`config.mk`:
```
export PLATFORM = sky130hd
export DESIGN_NAME = noc_config_filereg_bridge
export DESIGN_NICKNAME = d
export VERILOG_FILES = /design/src/rtl/noc_config_filereg_bridge.sv
export SDC_FILE = /design/constraint.sdc
export NUM_CORES = 1
export LEC_CHECK = 0
export CAP_MARGIN = 20
export CORE_AREA = 5 5 122 124
export DETAILED_ROUTE_END_ITERATION = 7
export DIE_AREA = 0 0 127 129
export GPL_TIMING_DRIVEN = 0
export PLACE_DENSITY_LB_ADDON = 0.05
export SLEW_MARGIN = 20
export SYNTH_ARGS = -nofsm -noshare
export SYNTH_HDL_FRONTEND = slang
export SYNTH_SLANG_ARGS = --single-unit
```
`constraint.sdc`:
```
create_clock -name clk_network_i -period 2.75 [get_ports clk_network_i]
set_input_delay 0.6875 -clock clk_network_i [delete_from_list [all_inputs] [get_ports clk_network_i]]
set_output_delay 0.6875 -clock clk_network_i [all_outputs]
set_load 0.005 [all_outputs]
```
`src/rtl/noc_config_filereg_bridge.sv`:
```
// Per-tile NoC configuration endpoint: executes request packets as single
// file-register writes/reads and returns an ack or read-data response.
module noc_config_filereg_bridge #(
    parameter int NetworkSwitchAddressId         = 0,
    parameter int NetworkSwitchAddressIdWidth    = 4,
    parameter int NetworkFlitWidth               = 64,
    parameter int NetworkFlitTypeWidth           = 2,
    parameter int NetworkVirtualChannelIdWidth   = 1,
    parameter int NetworkNumberOfVirtualChannels = 2,
    parameter int ConfigVirtualChannel           = 0,
    parameter int FileRegAddrWidth               = 8,
    parameter int FileRegDataWidth               = 32
) (
    input  logic                                      clk_network_i,
    input  logic                                      rst_network_ni,
    input  logic                                      network_valid_i,
    input  logic [NetworkFlitWidth-1:0]               network_flit_i,
    input  logic [NetworkFlitTypeWidth-1:0]           network_flit_type_i,
    input  logic [NetworkVirtualChannelIdWidth-1:0]   network_vc_id_i,
    output logic [NetworkNumberOfVirtualChannels-1:0] network_go_o,
    output logic                                      network_valid_o,
    output logic [NetworkFlitWidth-1:0]               network_flit_o,
    output logic [NetworkFlitTypeWidth-1:0]           network_flit_type_o,
    output logic [NetworkVirtualChannelIdWidth-1:0]   network_vc_id_o,
    input  logic [NetworkNumberOfVirtualChannels-1:0] network_go_i,
    output logic                                      filereg_wr_en_o,
    output logic                                      filereg_rd_en_o,
    output logic [FileRegAddrWidth-1:0]               filereg_addr_o,
    output logic [FileRegDataWidth-1:0]               filereg_wdata_o,
    input  logic [FileRegDataWidth-1:0]               filereg_rdata_i,
    output logic [7:0]                                error_count_o
);
    localparam int AW  = FileRegAddrWidth;
    localparam int DW  = FileRegDataWidth;
    localparam int IDW = NetworkSwitchAddressIdWidth;
    localparam int FW  = NetworkFlitWidth;
    localparam int FTW = NetworkFlitTypeWidth;
    localparam int NVC = NetworkNumberOfVirtualChannels;
    localparam int VCW = NetworkVirtualChannelIdWidth;

    localparam logic [FTW-1:0] FLIT_HEADER      = FTW'(2'b00);
    localparam logic [FTW-1:0] FLIT_TAIL        = FTW'(2'b10);
    localparam logic [FTW-1:0] FLIT_HEADER_TAIL = FTW'(2'b11);
    localparam logic [IDW-1:0] OWN_ID           = IDW'(NetworkSwitchAddressId);
    localparam logic [VCW-1:0] CFG_VC           = VCW'(ConfigVirtualChannel);

    typedef enum logic [3:0] {
        ST_IDLE      = 4'd0,
        ST_RX_DATA   = 4'd1,
        ST_DROP      = 4'd2,
        ST_REG_WRITE = 4'd3,
        ST_REG_READ  = 4'd4,
        ST_READ_WAIT = 4'd5,
        ST_TX_ACK    = 4'd6,
        ST_TX_HEADER = 4'd7,
        ST_TX_TAIL   = 4'd8
    } state_e;

    function automatic logic [FW-1:0] pack_header(input logic [IDW-1:0] dst,
                                                  input logic [IDW-1:0] src,
                                                  input logic           op,
                                                  input logic [AW-1:0]  addr);
        logic [FW-1:0] f;
        f                    = '0;
        f[AW-1:0]            = addr;
        f[AW]                = op;
        f[AW+1 +: IDW]       = src;
        f[AW+1+IDW +: IDW]   = dst;
        return f;
    endfunction

    state_e          state_q, state_d;
    logic [NVC-1:0]  go_q, go_d;
    logic            valid_q, valid_d;
    logic [FW-1:0]   flit_q, flit_d;
    logic [FTW-1:0]  flit_type_q, flit_type_d;
    logic            wr_en_q, wr_en_d;
    logic            rd_en_q, rd_en_d;
    logic [AW-1:0]   addr_q, addr_d;
    logic [DW-1:0]   wdata_q, wdata_d;
    logic [DW-1:0]   rdata_q, rdata_d;
    logic [AW-1:0]   req_addr_q, req_addr_d;
    logic [IDW-1:0]  req_src_q, req_src_d;
    logic [7:0]      err_cnt_q, err_cnt_d;

    logic            accept_s, xfer_s, err_evt_s, in_op_s, unused_s;
    logic [AW-1:0]   in_addr_s;
    logic [IDW-1:0]  in_src_s, in_dst_s;

    assign in_addr_s = network_flit_i[AW-1:0];
    assign in_op_s   = network_flit_i[AW];
    assign in_src_s  = network_flit_i[AW+1 +: IDW];
    assign in_dst_s  = network_flit_i[AW+1+IDW +: IDW];
    assign accept_s  = network_valid_i && (network_vc_id_i == CFG_VC) && go_q[ConfigVirtualChannel];
    assign xfer_s    = valid_q && network_go_i[ConfigVirtualChannel];
    assign unused_s  = ^{network_go_i, network_flit_i};

    // Request decode, register access sequencing and response generation
    always_comb begin
        state_d     = state_q;
        valid_d     = valid_q;
        flit_d      = flit_q;
        flit_type_d = flit_type_q;
        wr_en_d     = 1'b0;
        rd_en_d     = 1'b0;
        addr_d      = addr_q;
        wdata_d     = wdata_q;
        rdata_d     = rdata_q;
        req_addr_d  = req_addr_q;
        req_src_d   = req_src_q;
        err_evt_s   = 1'b0;
        go_d        = '0;
        case (state_q)
            ST_IDLE: begin
                if (accept_s) begin
                    if (in_dst_s != OWN_ID) begin
                        err_evt_s = 1'b1;
                        if (network_flit_type_i == FLIT_HEADER) state_d = ST_DROP;
                        else                                    state_d = ST_IDLE;
                    end else begin
                        case (network_flit_type_i)
                            FLIT_HEADER: begin
                                if (in_op_s) begin
                                    req_addr_d = in_addr_s;
                                    req_src_d  = in_src_s;
                                    state_d    = ST_RX_DATA;
                                end else begin
                                    err_evt_s = 1'b1;
                                    state_d   = ST_DROP;
                                end
                            end
                            FLIT_HEADER_TAIL: begin
                                if (in_op_s) begin
                                    err_evt_s = 1'b1;
                                end else begin
                                    req_addr_d = in_addr_s;
                                    req_src_d  = in_src_s;
                                    addr_d     = in_addr_s;
                                    rd_en_d    = 1'b1;
                                    state_d    = ST_REG_READ;
                                end
                            end
                            default: err_evt_s = 1'b1;
                        endcase
                    end
                end else begin
                    state_d = ST_IDLE;
                end
            end
            ST_RX_DATA: begin
                if (accept_s) begin
                    case (network_flit_type_i)
                        FLIT_TAIL: begin
                            wr_en_d = 1'b1;
                            addr_d  = req_addr_q;
                            wdata_d = network_flit_i[DW-1:0];
                            state_d = ST_REG_WRITE;
                        end
                        FLIT_HEADER_TAIL: begin
                            err_evt_s = 1'b1;
                            state_d   = ST_IDLE;
                        end
                        default: begin
                            err_evt_s = 1'b1;
                            state_d   = ST_DROP;
                        end
                    endcase
                end else begin
                    state_d = ST_RX_DATA;
                end
            end
            ST_DROP: begin
                if (accept_s && (network_flit_type_i == FLIT_TAIL ||
                                 network_flit_type_i == FLIT_HEADER_TAIL)) state_d = ST_IDLE;
                else                                                        state_d = ST_DROP;
            end
            ST_REG_WRITE: begin
                state_d     = ST_TX_ACK;
                valid_d     = 1'b1;
                flit_d      = pack_header(req_src_q, OWN_ID, 1'b1, req_addr_q);
                flit_type_d = FLIT_HEADER_TAIL;
            end
            ST_REG_READ: state_d = ST_READ_WAIT;
            ST_READ_WAIT: begin
                rdata_d     = filereg_rdata_i;
                state_d     = ST_TX_HEADER;
                valid_d     = 1'b1;
                flit_d      = pack_header(req_src_q, OWN_ID, 1'b0, req_addr_q);
                flit_type_d = FLIT_HEADER;
            end
            ST_TX_HEADER: begin
                if (xfer_s) begin
                    state_d          = ST_TX_TAIL;
                    flit_d           = '0;
                    flit_d[DW-1:0]   = rdata_q;
                    flit_type_d      = FLIT_TAIL;
                end else begin
                    state_d = ST_TX_HEADER;
                end
            end
            ST_TX_ACK, ST_TX_TAIL: begin
                if (xfer_s) begin
                    state_d     = ST_IDLE;
                    valid_d     = 1'b0;
                    flit_d      = '0;
                    flit_type_d = '0;
                end else begin
                    state_d = state_q;
                end
            end
            default: state_d = ST_IDLE;
        endcase
        // go is a registered view of whether the next state can take flits
        if (state_d == ST_IDLE || state_d == ST_RX_DATA || state_d == ST_DROP) go_d[ConfigVirtualChannel] = 1'b1;
        else                                                                    go_d[ConfigVirtualChannel] = 1'b0;
        if (err_evt_s && (err_cnt_q != 8'hFF)) err_cnt_d = err_cnt_q + 8'd1;
        else                                   err_cnt_d = err_cnt_q;
    end

    // State and output registers
    always_ff @(posedge clk_network_i or negedge rst_network_ni) begin
        if (!rst_network_ni) begin
            state_q     <= ST_IDLE;
            go_q        <= '0;
            valid_q     <= 1'b0;
            flit_q      <= '0;
            flit_type_q <= '0;
            wr_en_q     <= 1'b0;
            rd_en_q     <= 1'b0;
            addr_q      <= '0;
            wdata_q     <= '0;
            rdata_q     <= '0;
            req_addr_q  <= '0;
            req_src_q   <= '0;
            err_cnt_q   <= 8'd0;
        end else begin
            state_q     <= state_d;
            go_q        <= go_d;
            valid_q     <= valid_d;
            flit_q      <= flit_d;
            flit_type_q <= flit_type_d;
            wr_en_q     <= wr_en_d;
            rd_en_q     <= rd_en_d;
            addr_q      <= addr_d;
            wdata_q     <= wdata_d;
            rdata_q     <= rdata_d;
            req_addr_q  <= req_addr_d;
            req_src_q   <= req_src_d;
            err_cnt_q   <= err_cnt_d;
        end
    end

    assign network_go_o        = go_q;
    assign network_valid_o     = valid_q;
    assign network_flit_o      = flit_q;
    assign network_flit_type_o = flit_type_q;
    assign network_vc_id_o     = CFG_VC;
    assign filereg_wr_en_o     = wr_en_q;
    assign filereg_rd_en_o     = rd_en_q;
    assign filereg_addr_o      = addr_q;
    assign filereg_wdata_o     = wdata_q;
    assign error_count_o       = err_cnt_q;

endmodule

```
==> results.sh, run 1 <==
export IMPL_finalCoreUtilization=0.614
export IMPL_synth_edff_count=0
export IMPL_required_ns=3.04
export IMPL_cts_clk_slew_worst_paths_ns=0.05
export IMPL_finalCritPeriodShare=0.911
export IMPL_crit_fanout=10
export IMPL_diodes=0
export IMPL_finalSetupViolCount=0
export IMPL_powerDensity_nw_per_um2=840
export IMPL_synth_most_common_cell="dfrtp_1"
export IMPL_dpl_cell_count=888
export IMPL_skew_ns=0.00590
export IMPL_rsz0062_at_grt="no"
export IMPL_holdWs_ns=0.141
export IMPL_yosys_area_top_type="dfrtp_1"
export IMPL_hold_violations=0
export IMPL_critical_path_endpoint_type="register"
export IMPL_coreArea_um2=13700
export IMPL_grt_max_degree=101
export IMPL_die_x_um=127
export IMPL_rows=43
export IMPL_tightest_slew_ns=0.579
export IMPL_track_usage=0.178
export IMPL_synth_common_cells="134 x dfrtp_1, 115 x nand2_1, 40 x mux2_2, 35 x buf_4, 22 x o21ai_0"
export IMPL_final_nets=836
export IMPL_gp_congestion=0.787
export IMPL_clk_path_buf_depth=2
export IMPL_die_h_um=129
export IMPL_cts_hold_buf=0
export IMPL_clock_latency_ns=0.41
export IMPL_drv_cap=0
export IMPL_postCtsSetupBuffers=0
export IMPL_drc=0
export IMPL_grt_pass1_vias=4650
export IMPL_ir_drop_mv=0.421
export IMPL_drt_wl_total_mm=14.0
export IMPL_yosys_warnings=0
export IMPL_grt_pass1_wl_mm=23.3
export IMPL_ys_top_cells_by_area="dfrtp_1 57%, mux2_2 7.6%, nand2_1 7.3%, buf_4 4.5%, a22o_1 3.0%"
export IMPL_ys_types=53
export IMPL_root_buffer="clkbuf_16"
export IMPL_drive_gt1_frac=0.179
export IMPL_hold_class="in2async"
export IMPL_crit_type="in2reg"
export IMPL_num_vias=4434
export IMPL_io_buffers=156
export IMPL_dpl_hpwl_mm=10.4
export IMPL_ys_seq_area_frac=0.568
export IMPL_start_util=0.432
export IMPL_fillers=1160
export IMPL_drv_slew=0
export IMPL_syn_avg_cell_area_um2=11.4
export IMPL_relSlewSlack=0.611
export IMPL_seqCellArea_um2=3350
export IMPL_startpoint_type="primary input"
export IMPL_min_period_ns=2.50
export IMPL_via_per_inst=4.83
export IMPL_worstPathArrival_ns=2.80
export IMPL_io_pins=224
export IMPL_yosys_most_used_dff="dfrtp_1"
export IMPL_drt_iter0_drc=214
export IMPL_multi_input_area_um2=2260
export IMPL_drt_antenna_violating_nets=0
export IMPL_die_area_um2=16400
export IMPL_syn2layout_area_growth_pct=42.2
export IMPL_grt_antenna_before_repair=0
export IMPL_grt_overflow=0
export IMPL_wl_per_cell_um=15.2
export IMPL_first_pass_iters=4
export IMPL_rrSetupSlack_ns=0.56
export IMPL_fin_cells=918
export IMPL_leakage_nw=3.94
export IMPL_cts_max_level=4
export IMPL_cts_resized=0
export IMPL_async_reset_ff_frac=1.00
export IMPL_cts_tree="built"
export IMPL_syn_inst=518
export IMPL_clock_sinks=134
export IMPL_synth_top_area_frac=0.568
export IMPL_status="complete, no violations"
export IMPL_ys_ff_latch=134
export IMPL_cts_buffers=17
export IMPL_fmax_mhz=399
export IMPL_netlist_area_um2=5900
## flip-flops by register name, summed over array words and instances (netlist names), 2 cells and up
name	cells
network_flit_type_o	2
error_count_o	8
rdata_q	32
filereg_wdata_o	32
req_addr_q	8
filereg_addr_o	8
network_flit_o	32
state_q	4
req_src_q	4
## critical path: stages
cell and delay [ns]:
clkdlybuf4s50_1 0.43, nor4_1 0.56, nand3_2 0.20, or3_4 0.44
buf_6 0.17, mux2_4 0.30
## report_power, final
part	switching (mW)	total, mW	internal, mW	leakage (nW)
clock network	0.757	2.08	1.33	0.264
logic	0.917	2.12	1.20	1.89
registers	0.325	2.84	2.52	1.79
## kinds of logic after synthesis
kind of cell	synth area share
DFF	0.568
adders and majority gates	0.0106
other	0.000635
and+or+nand+nor	0.121
muxes	0.117
buffers and inverters	0.0697
xor gates and xnor gates	0.0119
AOI/OAI and AO/OA	0.101
## cell type report
class / instances / share of cell area
timing repair buffer: 157 / 0.190
clock inverter: 3 / 0.00507
buffer: 63 / 0.0473
inverter: 4 / 0.00179
tap: 180 / 0.0268
multi-input combinational: 350 / 0.269
clock buffer: 27 / 0.0599
sequential: 134 / 0.400
## stage by stage
stage	setup TNS [ns]	instance area, µm²	total power, mW	setup slack [ns]
floorplan	0	6030	3.96	0.578
global route	0	8390	7.52	0.182
detailed placement	-2.27	7850	5.02	-0.190
global placement	-578.12	7810	4.95	-4.31
finish	0	8390	7.05	0.245
CTS	0	8390	7.14	0.252
## cell usage in the layout, fill, tap and decap left out, drive strengths merged, types with 2 or more instances in the layout
cell,n
nor2b,3
nor4,3
nand2,115
nand4,4
and3,4
a22oi,13
nor3,3
dfrtp,134
xnor2,6
a21o,3
mux2,51
clkbuf,41
a22o,20
clkdlybuf4s50,155
inv,4
buf,51
nor2,11
mux2i,8
o31ai,2
ha,5
and2,2
conb,34
or3,2
a2111oi,2
xor2,2
o21ai,22
o22ai,2
a211oi,2
a21oi,11
nand3,6
## routing by layer
metal,vias to the layer above,track usage,wire length (µm)
met5,-,0,0
met4,0,0.0814,361
met3,27,0.0764,1310
met2,157,0.257,6130
met1,2107,0.233,6170
li1,2143,-,-
## final timing paths
path | startpoint | end | depth (start not counted)
worst max register to register | state_q[1]$_DFF_PN0_ | network_flit_o[2]$_DFFE_PN0P_ | 7
worst min-delay path | rst_network_ni | network_flit_o[25]$_DFFE_PN0P_ | 1
worst max-delay path | network_flit_i[14] | req_addr_q[4]$_DFFE_PN0P_ | 6
min in group clk_network_i | filereg_wdata_o[7]$_DFFE_PN0P_ | filereg_wdata_o[7]$_DFFE_PN0P_ | 2
worst min register to register | filereg_wdata_o[7]$_DFFE_PN0P_ | filereg_wdata_o[7]$_DFFE_PN0P_ | 2
max in group asynchronous | rst_network_ni | filereg_wdata_o[19]$_DFFE_PN0P_ | 2
Note: power is estimated with default switching activity, not from simulation.
==> run 2, diff against run 1 <==
CORE_AREA = 5 5 129 118   (was 5 5 122 124)
DIE_AREA = 0 0 134 123   (was 0 0 127 129)
==> results.sh, run 2 (synthesis gave the netlist of run 1 again) <==
export IMPL_io_buffers=156
export IMPL_via_per_inst=4.84
export IMPL_die_x_um=134
export IMPL_required_ns=3.05
export IMPL_crit_fanout=10
export IMPL_final_nets=836
export IMPL_root_buffer="clkbuf_16"
export IMPL_cts_tree="built"
export IMPL_gp_congestion=0.773
export IMPL_drt_wl_total_mm=14.3
export IMPL_setup_ws_ns=0.232
export IMPL_die_h_um=123
export IMPL_crit_type="in2reg"
export IMPL_r2r_end="network_flit_o[2]$_DFFE_PN0P_"
export IMPL_worstPathArrival_ns=2.81
export IMPL_rsz0062_at_grt="no"
export IMPL_holdWs_ns=0.200
export IMPL_grt_pass1_vias=4464
export IMPL_mostFrequentLayoutCells="155 x clkdlybuf4s50_1, 134 x dfrtp_1, 115 x nand2_1"
export IMPL_worst_path_stages=6
export IMPL_crit_path_start="network_flit_i[14]"
export IMPL_syn2layout_area_growth_pct=43.7
export IMPL_hold_violations=0
export IMPL_die_area_um2=16500
export IMPL_min_period_ns=2.52
export IMPL_finalCritPeriodShare=0.915
export IMPL_reg2regPathDepth=7
export IMPL_final_area_um2=8480
export IMPL_dpl_hpwl_mm=10.5
export IMPL_cts_clk_slew_worst_paths_ns=0.05
export IMPL_drt_antenna_violating_nets=0
export IMPL_relSlewSlack=0.600
export IMPL_skew_ns=0.00400
export IMPL_placed_area_um2=7840
export IMPL_critical_path_top_delay_family="simple AND/OR/NAND/NOR gates"
export IMPL_cts_max_level=4
export IMPL_first_pass_iters=4
export IMPL_grt_antenna_before_repair=0
export IMPL_seqCellArea_um2=3350
export IMPL_finalSetupViolCount=0
export IMPL_hold_class="in2async"
export IMPL_mostFrequentLayoutCell="clkdlybuf4s50_1"
export IMPL_cts_hold_buf=0
export IMPL_critical_path_endpoint_type="register"
export IMPL_critPathMaxStageDelay_ns=0.57
export IMPL_postCtsSetupBuffers=0
export IMPL_clock_sinks=134
export IMPL_rows=41
export IMPL_path_buf_inv=2
export IMPL_rrSetupSlack_ns=0.51
export IMPL_tightest_slew_ns=0.594
export IMPL_pre_cts_slack_ns=-0.150
export IMPL_crit_end="req_src_q[2]$_DFFE_PN0P_"
export IMPL_multi_input_area_um2=2260
export IMPL_drc=0
export IMPL_fmax_mhz=397
export IMPL_drive_gt1_frac=0.186
export IMPL_wl_per_cell_um=15.6
export IMPL_start_util=0.428
export IMPL_num_vias=4418
export IMPL_tns_ns=0
export IMPL_cts_resized=0
export IMPL_clock_latency_ns=0.41
export IMPL_grt_pass1_wl_mm=23.1
export IMPL_drv_slew=0
export IMPL_fillers=1145
export IMPL_drv_cap=0
export IMPL_drt_iter0_drc=234
export IMPL_io_pins=224
export IMPL_track_usage=0.179
export IMPL_crit_chain="clkdlybuf4s50_1 -> nor4_1 -> nand3_2 -> or3_4 -> buf_6 -> mux2_4"
export IMPL_clk_path_buf_depth=2
export IMPL_cts_buffers=17
export IMPL_cpMaxStageDelayCell="nor4_1"
export IMPL_worstReg2RegStart="state_q[1]$_DFF_PN0_"
export IMPL_grt_max_degree=73
export IMPL_grt_overflow=0
export IMPL_powerDensity_nw_per_um2=874
export IMPL_ir_drop_mv=0.478
export IMPL_diodes=0
export IMPL_leakage_nw=3.99
export IMPL_status="complete, no violations"
export IMPL_startpoint_type="primary input"
export IMPL_coreArea_um2=13800
-- run 2: changes by cell type in the layout (fill, tap and decap cells not counted), sizes merged --
| cell | before | now |
|---|---|---|
| bufinv | 1 | 4 |
| clkbuf | 41 | 38 |
| clkinv | 1 | 3 |
-- run 2: how the worst min path moves through the flow --
stage	cells past startpoint	to	startpoint	slack, ns
6_report	1	network_flit_o[28]$_DFFE_PN0P_	rst_network_ni	0.20
3_3_place_gp	2	filereg_wdata_o[26]$_DFFE_PN0P_	filereg_wdata_o[26]$_DFFE_PN0P_	0.46
3_5_place_dp	2	filereg_wdata_o[29]$_DFFE_PN0P_	filereg_wdata_o[29]$_DFFE_PN0P_	0.46
5_1_grt	1	network_flit_o[26]$_DFFE_PN0P_	rst_network_ni	0.23
4_1_cts	1	rdata_q[28]$_DFFE_PN0P_	rst_network_ni	0.21
2_1_floorplan	0	error_count_o[0]$_DFFE_PN0P_	rst_network_ni	0.39
-- run 2: area by class of cell --
| cell class | count | area share |
|---|---|---|
| buffer | 63 | 0.0468 |
| clock buffer | 24 | 0.0592 |
| clock inverter | 8 | 0.0168 |
| inverter | 4 | 0.00177 |
| multi-input combinational | 350 | 0.267 |
| sequential | 134 | 0.395 |
| tap | 172 | 0.0254 |
| timing repair buffer | 157 | 0.188 |
-- run 2: metrics by stage --
stage,std cells,power [mW],util
after detailed placement,880,5.01,0.568
after CTS,912,7.49,0.614
final,912,7.41,0.614
after global placement,879,4.96,0.565
after floorplan,551,3.96,-
after global routing,912,7.85,0.614
-- run 2: power breakdown --
part	internal, mW	leakage (nW)	switching, mW
sequential	2.52	1.79	0.323
clock	1.63	0.316	0.813
combinational	1.20	1.89	0.921
total	5.35	3.99	2.06
-- run 2: metal layers --
metal | up-vias | share of wire | routed length [µm] | track usage
met5 | - | 0 | 0 | 0
met4 | 0 | 0.014 | 201 | 0.0688
met3 | 15 | 0.091 | 1300 | 0.0745
met2 | 158 | 0.43 | 6190 | 0.257
met1 | 2104 | 0.46 | 6570 | 0.243
li1 | 2141 | - | - | -
==> run 3, diff against run 2 <==
ABC_AREA = 1   (was default)
CORE_AREA = 5 5 128 118   (was 5 5 129 118)
DIE_AREA = 0 0 133 123   (was 0 0 134 123)
MAX_ROUTING_LAYER = met4   (was default)
==> results.sh, run 3 <==
export IMPL_hold_violations=0
export IMPL_p_sw_mw=2.66
export IMPL_cts_buffers=17
export IMPL_drive_gt1_frac=0.143
export IMPL_finalCritPeriodShare=0.838
export IMPL_finalPower_mw=8.43
export IMPL_clock_latency_ns=0.42
export IMPL_start_util=0.440
export IMPL_cts_hold_buf=0
export IMPL_yosys_most_used_dff="dfrtp_1"
export IMPL_pre_cts_slack_ns=0.00285
export IMPL_drt_iter0_drc=368
export IMPL_cts_clk_slew_worst_paths_ns=0.06
export IMPL_wl_per_cell_um=14.7
export IMPL_io_pins=224
export IMPL_yosys_area_top_type="dfrtp_1"
export IMPL_synth_edff_count=0
export IMPL_clock_sinks=134
export IMPL_drv_slew=0
export IMPL_async_reset_ff_frac=1.00
export IMPL_mostFrequentLayoutCells="200 x nand2_1, 155 x clkdlybuf4s50_1, 134 x dfrtp_1"
export IMPL_skew_ns=0.00587
export IMPL_setup_ws_ns=0.447
export IMPL_final_area_um2=8580
export IMPL_gp_congestion=0.831
export IMPL_ys_top_cells_by_area="dfrtp_1 56%, nand2_1 12%, buf_4 4.5%, o21ai_0 3.8%, inv_1 3.3%"
export IMPL_placed_area_um2=7960
export IMPL_crit_fanout=10
export IMPL_root_buffer="clkbuf_16"
export IMPL_sw_frac_of_total=0.316
export IMPL_num_vias=4971
export IMPL_postCtsSetupBuffers=0
export IMPL_syn_avg_cell_area_um2=9.10
export IMPL_critical_path_endpoint_type="register"
export IMPL_netlist_area_um2=6020
export IMPL_yosys_warnings=0
export IMPL_die_area_um2=16400
export IMPL_syn_inst=662
export IMPL_status="complete, no violations"
export IMPL_cts_resized=0
export IMPL_pwr_share_comb=0.340
export IMPL_startpoint_type="primary input"
export IMPL_tns_ns=0
export IMPL_power_internal_mw=5.77
export IMPL_pwr_share_seq=0.379
export IMPL_synth_most_common_cell="nand2_1"
export IMPL_grt_max_degree=99
export IMPL_ir_drop_mv=0.425
export IMPL_synth_common_cells="200 x nand2_1, 134 x dfrtp_1, 53 x inv_1, 46 x o21ai_0, 36 x buf_4"
export IMPL_mostFrequentLayoutCell="nand2_1"
export IMPL_diodes=0
export IMPL_cts_max_level=4
export IMPL_hold_class="in2async"
export IMPL_ys_seq_area_frac=0.557
export IMPL_fin_cells=1056
export IMPL_grt_pass1_wl_mm=25.1
export IMPL_syn2layout_area_growth_pct=42.4
export IMPL_die_x_um=133
export IMPL_worstPathArrival_ns=2.60
export IMPL_via_per_inst=4.71
export IMPL_rsz0062_at_grt="no"
export IMPL_required_ns=3.04
export IMPL_track_usage=0.199
export IMPL_first_pass_iters=5
export IMPL_finalCoreUtilization=0.626
export IMPL_final_nets=980
export IMPL_dpl_cell_count=1024
export IMPL_min_period_ns=2.30
export IMPL_clk_path_buf_depth=2
export IMPL_cts_tree="built"
export IMPL_rows=41
export IMPL_drt_antenna_violating_nets=0
export IMPL_powerDensity_nw_per_um2=983
export IMPL_drt_wl_total_mm=15.5
export IMPL_ys_types=33
export IMPL_finalSetupViolCount=0
export IMPL_holdWs_ns=0.139
export IMPL_grt_pass1_vias=5024
export IMPL_synth_top_area_frac=0.557
export IMPL_die_h_um=123
export IMPL_io_buffers=156
export IMPL_fmax_mhz=434
export IMPL_grt_overflow=0
export IMPL_dpl_hpwl_mm=11.6
export IMPL_clock_power_share=0.281
export IMPL_drc=0
export IMPL_ys_ff_latch=134
export IMPL_grt_antenna_before_repair=0
export IMPL_drv_cap=0
export IMPL_coreArea_um2=13700
export IMPL_crit_type="in2reg"
export IMPL_leakage_nw=4.21
-- run 3: cell types whose count changed in the layout (fill, tap and decap cells not counted), sizes merged, moves of 19 or more --
cell / before / now
a22o: 20 / 0
inv: 4 / 60
mux2: 51 / 13
nand2: 115 / 206
nand3: 6 / 25
nor2: 11 / 39
o21ai: 22 / 75
-- run 3: area by class of cell --
type,instances,area [µm²]
Buffer,57,404
Clock buffer,19,453
Clock inverter,13,170
Fill cell,1192,5120
Inverter,56,210
Multi-Input combinational cell,448,2180
Sequential cell,134,3350
Tap cell,172,215
Timing Repair Buffer,157,1590
-- run 3: cells by family after synthesis --
kind of cell | Yosys count | synth area share
mux | 13 | 0.0243
other cells | 1 | 0.000623
compound gates | 112 | 0.103
fa+ha+maj | 5 | 0.0104
buf+inv | 113 | 0.102
simple gates | 278 | 0.194
xor+xnor | 6 | 0.00872
flops | 134 | 0.557
-- run 3: critical path, cell delays in order --
cell and delay [ns]:
clkdlybuf4s50_1 0.52, inv_1 0.08, ha_1 0.31, inv_1 0.12, o21ai_0 0.09, nor3_1 0.20
nand2_1 0.20, buf_2 0.24, nand2_1 0.07, o21ai_0 0.07
-- run 3: path summary, 6_finish.rpt --
path | slack (ns) | end | depth (start not counted) | from
setup / recovery | 0.45 | req_src_q[1]$_DFFE_PN0P_ | 10 | network_flit_type_i[0]
hold / removal | 0.14 | filereg_wr_en_o$_DFF_PN0_ | 1 | rst_network_ni
setup reg to reg | 0.95 | network_flit_o[6]$_DFFE_PN0P_ | 7 | state_q[0]$_DFF_PN0_
hold reg to reg | 0.47 | filereg_wdata_o[27]$_DFFE_PN0P_ | 2 | filereg_wdata_o[27]$_DFFE_PN0P_
max in group asynchronous | 1.84 | state_q[3]$_DFF_PN0_ | 2 | rst_network_ni
min in group clk_network_i | 0.47 | filereg_wdata_o[27]$_DFFE_PN0P_ | 2 | filereg_wdata_o[27]$_DFFE_PN0P_
-- run 3: metal layers --
metal  wire [µm]  part of all wire  global-route usage
met1        6820              0.44               0.248
met3         803             0.052              0.0578
met2        7600              0.49               0.315
met4         248             0.016              0.0708
met5           0                 0                   -
-- run 3: power groups by stage --
stage | Combinational [mW] | Sequential [mW] | Clock [mW]
2_1_floorplan | 1.35 | 3.17 | 0
3_3_place_gp | 2.85 | 3.20 | 0
3_5_place_dp | 2.90 | 3.22 | 0
4_1_cts | 2.92 | 3.19 | 2.43
5_1_grt | 3.19 | 3.28 | 2.51
6_report | 2.87 | 3.19 | 2.37
